--- src/rtl/ps2_kbd_rx.sv ---
// PS/2 keyboard receiver: synchronises ps2_clk/ps2_data, deserialises 11-bit frames,
// checks start/parity/stop and queues good scan-code bytes in a show-ahead FIFO.
module ps2_kbd_rx #(
    parameter int FIFO_AW     = 3,
    parameter int TIMEOUT_CYC = 100000
) (
    input  logic       clk,
    input  logic       clrn,
    input  logic       ps2_clk,
    input  logic       ps2_data,
    input  logic       nextdata_n,
    output logic [7:0] data,
    output logic       ready,
    output logic       overflow,
    output logic       frame_err
);
    localparam int DEPTH = 1 << FIFO_AW;
    localparam int TW    = $clog2(TIMEOUT_CYC + 1);

    logic [2:0]         s;
    logic [1:0]         d;
    logic [9:0]         sbuf;
    logic [3:0]         cnt;
    logic [TW-1:0]      idle;
    logic [FIFO_AW-1:0] w_ptr, r_ptr;
    logic [7:0]         mem [DEPTH];

    logic fall, full, pop, good, timeout;

    assign fall    = s[2] & ~s[1];
    assign full    = FIFO_AW'(w_ptr + 1'b1) == r_ptr;
    assign ready   = w_ptr != r_ptr;
    assign data    = mem[r_ptr];
    assign pop     = ready & ~nextdata_n;
    // sbuf holds start..parity; the stop bit is sampled live on the judging fall
    assign good    = ~sbuf[0] & d[1] & (^sbuf[9:1]);
    assign timeout = (cnt != 4'd0) & ~fall & (idle == TW'(TIMEOUT_CYC - 1));

    always_ff @(posedge clk or negedge clrn) begin
        if (!clrn) begin
            s         <= 3'b111;
            d         <= 2'b11;
            sbuf      <= '0;
            cnt       <= '0;
            idle      <= '0;
            w_ptr     <= '0;
            r_ptr     <= '0;
            overflow  <= 1'b0;
            frame_err <= 1'b0;
            for (int i = 0; i < DEPTH; i++) mem[i] <= 8'h00;
        end else begin
            s         <= {s[1:0], ps2_clk};
            d         <= {d[0], ps2_data};
            frame_err <= 1'b0;
            if (pop) r_ptr <= r_ptr + 1'b1;
            if (fall) begin
                idle <= '0;
                if (cnt == 4'd10) begin
                    cnt <= '0;
                    if (!good)     frame_err <= 1'b1;
                    else if (full) overflow  <= 1'b1;
                    else begin
                        mem[w_ptr] <= sbuf[8:1];
                        w_ptr      <= w_ptr + 1'b1;
                    end
                end else begin
                    sbuf <= {d[1], sbuf[9:1]};
                    cnt  <= cnt + 1'b1;
                end
            end else if (cnt != 4'd0) begin
                // keyboard stalled mid-frame: abandon it so the next start bit resyncs
                if (timeout) begin
                    cnt       <= '0;
                    idle      <= '0;
                    frame_err <= 1'b1;
                end else begin
                    idle <= idle + 1'b1;
                end
            end
        end
    end
endmodule

--- config.mk ---
export PLATFORM = sky130hd
export DESIGN_NAME = ps2_kbd_rx
export DESIGN_NICKNAME = d
export VERILOG_FILES = /design/src/rtl/ps2_kbd_rx.sv
export SDC_FILE = /design/constraint.sdc
export NUM_CORES = 1
export LEC_CHECK = 0
export BUFFER_PORTS_ARGS = -buffer_cell sky130_fd_sc_hd__buf_4
export CAP_MARGIN = 20
export CELL_PAD_IN_SITES_DETAIL_PLACEMENT = 1
export CELL_PAD_IN_SITES_GLOBAL_PLACEMENT = 2
export CORE_ASPECT_RATIO = 1.5
export CORE_MARGIN = 2
export CORE_UTILIZATION = 40
export CTS_CLUSTER_DIAMETER = 30
export DETAILED_ROUTE_END_ITERATION = 10
export PLACE_DENSITY = 0.77
export SLEW_MARGIN = 20
export SYNTH_ARGS = -nofsm -noshare
export SYNTH_HDL_FRONTEND = slang
export SYNTH_SLANG_ARGS = --single-unit
--- constraint.sdc ---
create_clock -name clk -period 2.6 [get_ports clk]
set_input_delay 0.13 -clock clk [delete_from_list [all_inputs] [get_ports clk]]
set_output_delay 0.13 -clock clk [all_outputs]
set_load 0.05 [all_outputs]
==> results.toml, run 1 <==
[run_status]
status = "finished with violations"
violations = "setup timing"

[place]
port_buffers = 15
pre_cts_ws_ps = -217
dp_hpwl_um = 8070
place.gp.congestion = 0.752
place_inst = 565
dpl_cell_area_mm2 = 0.00568

[worst_setup_path]
arrival_ps = 2950
crit_fanout = 4
required_ps = 2830
critPathLaunchType = "flop"
worstSetupPathType = "reg2reg"
end_kind = "flop"
reg2reg_slack_ps = -120

[detailed_routing]
viasPerCell = 5.39
antenna_left = 0
drtPass1Iterations = 4
routed_wirelength_um = 11900
drc = 0
drtIter0Drc = 59
wl_per_cell_um = 20.2
num_vias = 3178

[pwr]
p_switching_mw = 1.61
powerDensity_mw_per_mm2 = 818
power.leakage_nw = 2.94
internal_power_mw = 3.56
power_frac_comb = 0.312
switching_share = 0.311
p_total_mw = 5.17
clkPwrFrac = 0.311
seq_power_share = 0.376
ir_drop_uv = 371

[finish]
final_nets = 440
num_antenna_cells = 0
fin_util = 0.505
syn_to_final_growth_pct = 23.4
fillCellCount = 1245
drive_above_1_share = 0.465
instances_no_fill = 590
final_cell_area_mm2 = 0.00632

[sta]
setup_viol = 32
whs_ps = 94.0
worst_clock_skew_ps = 10.1
finalMaxSlewViolations = 0
hold_viol = 0
grt_setup_unrepaired = "true"
fmaxAchievable_mhz = 368
setup_ws_ps = -120
tightest_slew_ps = 772
fin_tns_setup_ps = -2480
post-route-period-util = 1.05
max_slew_margin = 0.485
period_minus_slack_ps = 2720

[die]
fp-row-count = 50
dieWidth_um = 96.4
die_y_um = 143
io_pins = 16
core_area_mm2 = 0.0125
start_util = 0.409
die_area_mm2 = 0.0137

[grt]
antenna_found_initial = 0
grt_pass1_wl_um = 19300
overflow = 0
grt_max_degree = 58
grt_pass1_vias = 3617
track_usage = 0.189

[clocking]
cts_buffers = 9
cts_buffer_depth = 2
path_clk_slew_ps = 80
cts_root_buf = "clkbuf_16"
clock_latency_ps = 350
cts_htree_levels = 3
cts_tree = "built"
cts_sinks = 108

[synth]
netlist_area_mm2 = 0.00512
synth_ff_type = "dfrtp_1"
syn_nets = 384
syn_area_per_cell_um2 = 13.7
synth_edf_count = 0
ys_types = 45
seq_area_frac_synth = 0.529
synth-seq-cells = 108
synth_cells = 373
synthArstFlopShare = 1.00
ys_warn_count = 0

[run]
cap_violations = 0

[hold_path]
hold_path.class = "in2reg"
[layout make-up]
cell class / count / area, µm² / share of cell area
Sequential cell: 108 / 2710 / 0.429
Multi-Input combinational cell: 234 / 2470 / 0.392
Timing Repair Buffer: 69 / 561 / 0.0887
Clock buffer: 9 / 225 / 0.0357
Tap cell: 156 / 195 / 0.0309
Clock inverter: 7 / 128 / 0.0202
Inverter: 7 / 26.3 / 0.00416
[cell usage in the layout (no fill, tap or decap), types with 3 or more instances in the layout]
| master | count |
|---|---|
| dfrtp_1 | 103 |
| mux2_2 | 59 |
| buf_4 | 59 |
| mux2_4 | 25 |
| nor2_1 | 20 |
| mux4_2 | 16 |
| nand2_1 | 15 |
| xor2_1 | 13 |
| xnor2_1 | 11 |
| nand3_1 | 10 |
| clkbuf_16 | 9 |
| inv_1 | 6 |
| buf_6 | 6 |
| o21ai_0 | 5 |
| a21oi_1 | 5 |
| dfstp_2 | 5 |
| o2111ai_1 | 4 |
| nand4_1 | 4 |
| ha_1 | 4 |
| and2_1 | 3 |
| a2111oi_4 | 3 |
| bufinv_16 | 3 |
| inv_6 | 3 |
| dlygate4sd3_1 | 3 |
[logic make-up (layout without fill, tap and decap cells)]
logic type / count (synthesis) / in the layout / synth area share
AO/OA/AOI/OAI: 27 / 27 / 0.0489
flip-flops: 108 / 108 / 0.529
adder cells (fa/ha/maj): 6 / 6 / 0.0147
multiplexers: 101 / 101 / 0.257
AND/OR/NAND/NOR: 71 / 71 / 0.0709
XOR/XNOR: 29 / 29 / 0.0552
buffers and inverters: 31 / 92 / 0.0240
[synthesized netlist by cell type, types with 4 or more instances]
| cell type | number | area (µm²) |
|---|---|---|
| mux2_2 | 83 | 935 |
| inv_1 | 7 | 26.3 |
| dfrtp_1 | 103 | 2580 |
| clkbuf_1 | 17 | 63.8 |
| a21oi_1 | 5 | 25.0 |
| ha_1 | 6 | 75.1 |
| mux4_2 | 16 | 360 |
| nor2_1 | 20 | 75.1 |
| o2111ai_1 | 4 | 35.0 |
| nand2_1 | 15 | 56.3 |
| nand3_1 | 11 | 55.1 |
| buf_2 | 5 | 25.0 |
| o21ai_0 | 5 | 25.0 |
| nand4_1 | 4 | 25.0 |
| xnor2_1 | 13 | 114 |
| dfstp_2 | 5 | 131 |
| xor2_1 | 14 | 123 |
[layer usage]
| layer | vias up | share of wire | GRT usage |
|---|---|---|---|
| met2 | 18 | 0.59 | 0.355 |
| li1 | 1451 | - | - |
| met5 | - | 0 | 0 |
| met3 | 9 | 0.012 | 0.0360 |
| met4 | 0 | 0.011 | 0.0526 |
| met1 | 1700 | 0.39 | 0.213 |
[critical path, stage by stage, from the launching register on]
cell and delay [ps]:
dfrtp_1 430, ha_4 310, xor2_2 150, nor3_2 80, or4bb_1 530, buf_6 160, a2111oi_4 410, buf_4 220
mux2_4 300
[power groups by stage]
stage                     registers (mW)  logic [mW]  clock network (mW)
final                               1.94        1.62                1.61
after global routing                1.96        1.76                1.73
after CTS                           1.94        1.54                1.66
after detailed placement            1.96        1.45                   0
after global placement              1.95        1.41                   0
after floorplan                     1.94       0.932                   0
[worst paths after layout]
check / start / to / cells past startpoint
hold / removal: nextdata_n / r_ptr[0] / 3
min in group asynchronous: clrn / idle[4] / 2
setup / recovery: w_ptr[1] / mem[40] / 8
hold reg to reg: s[0] / s[1] / 0
setup reg to reg: w_ptr[1] / mem[40] / 8
max in group asynchronous: clrn / s[2] / 3
[timing repair]
| action | in CTS | in global routing |
|---|---|---|
| buffers inserted | 4 | 2 |
| pin swaps | 7 | 7 |
| hold buffers | 3 | 0 |
| resized for setup | 41 | 6 |
| endpoints found under the setup margin | 64 | 64 |
| hold endpoints to repair | 56 | 0 |
[sequential cells by signal, indices dropped and copies added (netlist names)]
register / flops
idle: 17
w_ptr: 3
r_ptr: 3
cnt: 4
s: 3
mem: 64
frame_err: 1
sbuf: 10
overflow: 1
d: 2
Power figures use the tool's default switching activity.
==> inputs of run 2 (changes only) <==
- CORE_UTILIZATION: 40 -> 42
- CTS_BUF_LIST: unset -> sky130_fd_sc_hd__clkbuf_2 sky130_fd_sc_hd__clkbuf_4 sky130_fd_sc_hd__clkbuf_8
- PLACE_DENSITY: 0.77 -> 0.8
==> run 2 against run 1 <==
The run still ends with setup timing left; highest routed layer unchanged; sequential power hardly changed; cell count decreased by 1.4%; core utilization down 0.53 points; routed wire length shrank 2.0%; total power is 11% lower; fmax shrank 0.15%; flip-flop and latch count unchanged; combinational power about the same; count of clock-buffer cells in the layout is 1 higher; via count decreased by 0.35%; worst hold slack lost 25 ps; critical endpoint is now mem[49].
==> results.toml, run 2 (synthesis results as in run 1) <==
[worst_setup_path]
crit_fanout = 8
worstSetupPathType = "reg2reg"
end_kind = "flop"
crit_slowest_cell = "a2111o_2"
required_ps = 2880
critPathLaunchType = "flop"
crit_chain = "xnor2_1 > xnor3_1 > buf_6 > or4bb_1 > buf_6 > a2111o_2 > mux2_4"
crit_top_cell = "buf_6"
arrival_ps = 3000
slowest_delay_ps = 580

[clocking]
cts_htree_levels = 3
cts_tree = "built"
path_clk_slew_ps = 100
cts_root_buf = "clkbuf_8"
cts_buffer_depth = 2
clock_latency_ps = 380
cts_sinks = 108
cts_buffers = 9

[grt]
grt_pass1_vias = 3649
grt_max_degree = 50
antenna_found_initial = 0
overflow = 0
track_usage = 0.194
grt_pass1_wl_um = 19400

[pwr]
power_frac_comb = 0.349
clkPwrFrac = 0.231
power.leakage_nw = 2.80
seq_power_share = 0.421
powerDensity_mw_per_mm2 = 772
internal_power_mw = 3.06
p_switching_mw = 1.55
switching_share = 0.336
ir_drop_uv = 317

[detailed_routing]
drtIter0Drc = 82
drtPass1Iterations = 4
antenna_left = 0
drc = 0
routed_wirelength_um = 11700
wl_per_cell_um = 20.0
viasPerCell = 5.44
num_vias = 3167

[die]
core_area_mm2 = 0.0120
die_y_um = 139
io_pins = 16
start_util = 0.428
dieWidth_um = 94.1
fp-row-count = 49
die_area_mm2 = 0.0131

[sta]
worst_clock_skew_ps = 9.47
hold_viol = 0
grt_setup_unrepaired = "true"
setup_ws_ps = -124
period_minus_slack_ps = 2720
tightest_slew_ps = 726
finalMaxSlewViolations = 0
fmaxAchievable_mhz = 367
whs_ps = 69.1
fin_tns_setup_ps = -3290
setup_viol = 53
max_slew_margin = 0.516
post-route-period-util = 1.05

[place]
dp_hpwl_um = 8330
place.gp.congestion = 0.767
port_buffers = 15
place_inst = 561
pre_cts_ws_ps = -379

[run_status]
violations = "setup timing"
status = "finished with violations"

[finish]
largest_reg_flops = 64
final_common_cell = "dfrtp_1"
syn_to_final_growth_pct = 16.7
most-common-layout-cells = "103 x dfrtp_1, 81 x mux2_2, 58 x buf_4, 20 x nor2_1, 16 x mux4_2"
num_antenna_cells = 0
drive_above_1_share = 0.452
top_register = "mem"
largestRegisters = "mem x64, idle x17, sbuf x10"
instances_no_fill = 582
final_nets = 435

[hold_path]
hold_path.class = "in2reg"

[run]
cap_violations = 0
run 2: critical path, delay by kind of cell (launching register included):
family          cells  cell delay (ps)
xor+xnor            2              580
compound gates      1              580
flops               1              410
simple gates        1              410
mux                 1              340
buf+inv             2              290
run 2: power by group through the flow:
stage | registers, mW | clock network (mW) | logic, mW
3_5_place_dp | 1.97 | 0 | 1.48
4_1_cts | 1.94 | 1.10 | 1.59
6_report | 1.94 | 1.07 | 1.61
2_1_floorplan | 1.94 | 0 | 0.932
5_1_grt | 1.96 | 1.17 | 1.74
3_3_place_gp | 1.96 | 0 | 1.42
run 2: metrics by stage:
stage / util / total power, mW / cell area (µm²)
after detailed placement: 0.474 / 3.45 / 5670
after global placement: 0.474 / 3.38 / 5670
after global routing: 0.500 / 4.87 / 5970
final: 0.500 / 4.61 / 5970
after CTS: 0.498 / 4.62 / 5950
after floorplan: - / 2.87 / 5130
run 2: metal layers:
metal | wire length [µm] | global-route usage
met2 | 6580 | 0.354
met4 | 204 | 0.0664
met1 | 4660 | 0.230
met5 | 0 | 0
met3 | 218 | 0.0283
run 2: final cells by class:
cell class | count | area, µm²
Clock buffer | 10 | 131
Fill cell | 1211 | 5980
Tap cell | 153 | 191
Inverter | 7 | 26.3
Multi-Input combinational cell | 234 | 2330
Sequential cell | 108 | 2710
Clock inverter | 6 | 73.8
Timing Repair Buffer | 64 | 508
run 2: what timing repair did:
action                                  4_1_cts  5_1_grt
gates resized for setup                      10        4
hold buffers                                  3        0
endpoints found under the hold margin        45        0
pin swaps                                     5        2
setup buffers                                 1        1
endpoints found under the setup margin       66       66
run 2: path summary, 6_finish.rpt:
kind | slack (ps) | startpoint | cells past startpoint | endpoint
max reg2reg | -120 | sbuf[8] | 7 | mem[49]
min in group asynchronous | 300 | clrn | 2 | mem[55]
min reg2reg | 370 | s[0] | 0 | s[1]
min | 70 | nextdata_n | 4 | r_ptr[2]
max | -120 | sbuf[8] | 7 | mem[49]
max in group asynchronous | 1380 | clrn | 3 | d[0]
==> inputs of run 3 (changes only) <==
- CORE_MARGIN: 2 -> 1
- RECOVER_POWER: unset -> 25
==> run 3 against run 2 <==
The flow still finishes with violations (setup timing); die area down 3.5%; routed wire length is 2.4% higher; critical path depth unchanged; sequential power barely moved; first-iteration DRC count increased by 38%; final area up 3.0%; sequential share of layout area fell by 1.3 points; non-clock buffer count up 5; count of clock-buffer cells in the layout grew 1; largest power group unchanged.
==> results.toml, run 3 (synthesis results as in run 1) <==
[grt]
grt_pass1_wl_um = 19700
track_usage = 0.210
overflow = 0
antenna_found_initial = 0
grt_max_degree = 67
grt_pass1_vias = 3648

[worst_setup_path]
worstSetupPathType = "reg2reg"
required_ps = 2870
slowest_delay_ps = 580
end_kind = "flop"
critPathLaunchType = "flop"
crit_slowest_cell = "a2111o_2"
crit_chain = "xnor2_1 > xnor3_1 > buf_6 > or4bb_1 > buf_6 > a2111o_2 > mux2_4"
arrival_ps = 2960
crit_fanout = 8
crit_top_cell = "buf_6"

[sta]
setup_ws_ps = -88.6
post-route-period-util = 1.03
worst_clock_skew_ps = 14.5
grt_setup_unrepaired = "true"
hold_viol = 0
finalMaxSlewViolations = 0
setup_viol = 29
fmaxAchievable_mhz = 372
whs_ps = 56.8
period_minus_slack_ps = 2690
max_slew_margin = 0.258
tightest_slew_ps = 1110

[clocking]
cts_root_buf = "clkbuf_8"
cts_tree = "built"
cts_htree_levels = 3
path_clk_slew_ps = 100
cts_sinks = 108
clock_latency_ps = 380
cts_buffers = 9
cts_buffer_depth = 2

[die]
start_util = 0.428
io_pins = 16
die_y_um = 137
fp-row-count = 49
core_area_mm2 = 0.0120
dieWidth_um = 92.1
die_area_mm2 = 0.0126

[detailed_routing]
viasPerCell = 5.46
routed_wirelength_um = 11900
antenna_left = 0
num_vias = 3203
wl_per_cell_um = 20.3
drtIter0Drc = 113
drc = 0
drtPass1Iterations = 4

[finish]
most-common-layout-cells = "103 x dfrtp_1, 58 x mux2_2, 58 x buf_4, 26 x mux2_4, 20 x nor2_1"
final_nets = 440
num_antenna_cells = 0
largestRegisters = "mem x64, idle x17, sbuf x10"
syn_to_final_growth_pct = 20.2
final_common_cell = "dfrtp_1"
drive_above_1_share = 0.468
fillCellCount = 1215
largest_reg_flops = 64
top_register = "mem"

[pwr]
powerDensity_mw_per_mm2 = 744
ir_drop_uv = 353
power.leakage_nw = 2.85

[run]
cap_violations = 0

[place]
pre_cts_ws_ps = -358
port_buffers = 15
dp_hpwl_um = 8360
place.gp.congestion = 0.773

[run_status]
violations = "setup timing"
status = "finished with violations"

[hold_path]
hold_path.class = "in2reg"
-- run 3: changes by cell type in the layout (fill, tap and decap cells not counted), sizes merged --
cell	previous run	this run
clkbuf	10	14
buf	61	63
bufinv	1	0
clkinv	2	3
clkinvlp	2	1
-- run 3: stage by stage --
| stage | cells | power, mW | instance area, µm² | setup TNS [ps] | util |
|---|---|---|---|---|---|
| 2_1_floorplan | 373 | 2.87 | 5130 | -1370 | - |
| 3_3_place_gp | 561 | 3.36 | 5680 | -10860 | 0.475 |
| 3_5_place_dp | 561 | 3.43 | 5680 | -13980 | 0.475 |
| 4_1_cts | 585 | 4.61 | 6120 | -4940 | 0.512 |
| 5_1_grt | 587 | 4.82 | 6150 | -4210 | 0.515 |
| 6_report | 587 | 4.58 | 6150 | -1160 | 0.515 |
-- run 3: layout make-up --
cell class	count	area, µm²	share of cell area
clock buffers	11	145	0.0236
multi-input cells	234	2480	0.403
repair buffers	69	559	0.0909
clock inverters	5	45.0	0.00732
flip-flops and latches	108	2710	0.440
inverters	7	26.3	0.00427
well taps	153	191	0.0311
-- run 3: routing by layer --
layer	up-vias	track usage	routed length, µm
met5	-	0	0
met4	0	0.0807	257
met3	16	0.0348	236
met2	35	0.394	6710
met1	1701	0.238	4740
li1	1451	-	-
-- run 3: worst paths after layout --
| check | from | end | slack [ps] | depth (start not counted) |
|---|---|---|---|---|
| max in group asynchronous | clrn | mem[27] | 1170 | 3 |
| worst max register to register | sbuf[5] | mem[48] | -90 | 7 |
| worst min register to register | d[0] | d[1] | 360 | 0 |
| worst max-delay path | sbuf[5] | mem[48] | -90 | 7 |
| worst min-delay path | nextdata_n | r_ptr[0] | 60 | 3 |
| min in group asynchronous | clrn | mem[31] | 490 | 2 |
-- run 3: critical path: cells and delay by family, from the launching register on --
| kind | cells | cell delay [ps] |
|---|---|---|
| AOI/OAI and AO/OA | 1 | 580 |
| xor gates and xnor gates | 2 | 540 |
| DFF | 1 | 410 |
| and+or+nand+nor | 1 | 410 |
| muxes | 1 | 350 |
| buffers and inverters | 2 | 280 |
-- run 3: report_power, final --
group,internal (mW),leakage [nW],switching [mW]
clock network,0.398,0.0951,0.600
logic,0.808,1.30,0.819
registers,1.82,1.46,0.130
total,3.03,2.85,1.55
-- run 3: repair_timing --
action                                 CTS  global route
gates resized for setup                 43             3
pin swaps                                9             2
hold buffers                             3             0
setup endpoints to repair               64            65
cloned                                   0             0
endpoints found under the hold margin   39             0
buffers inserted                         5             2
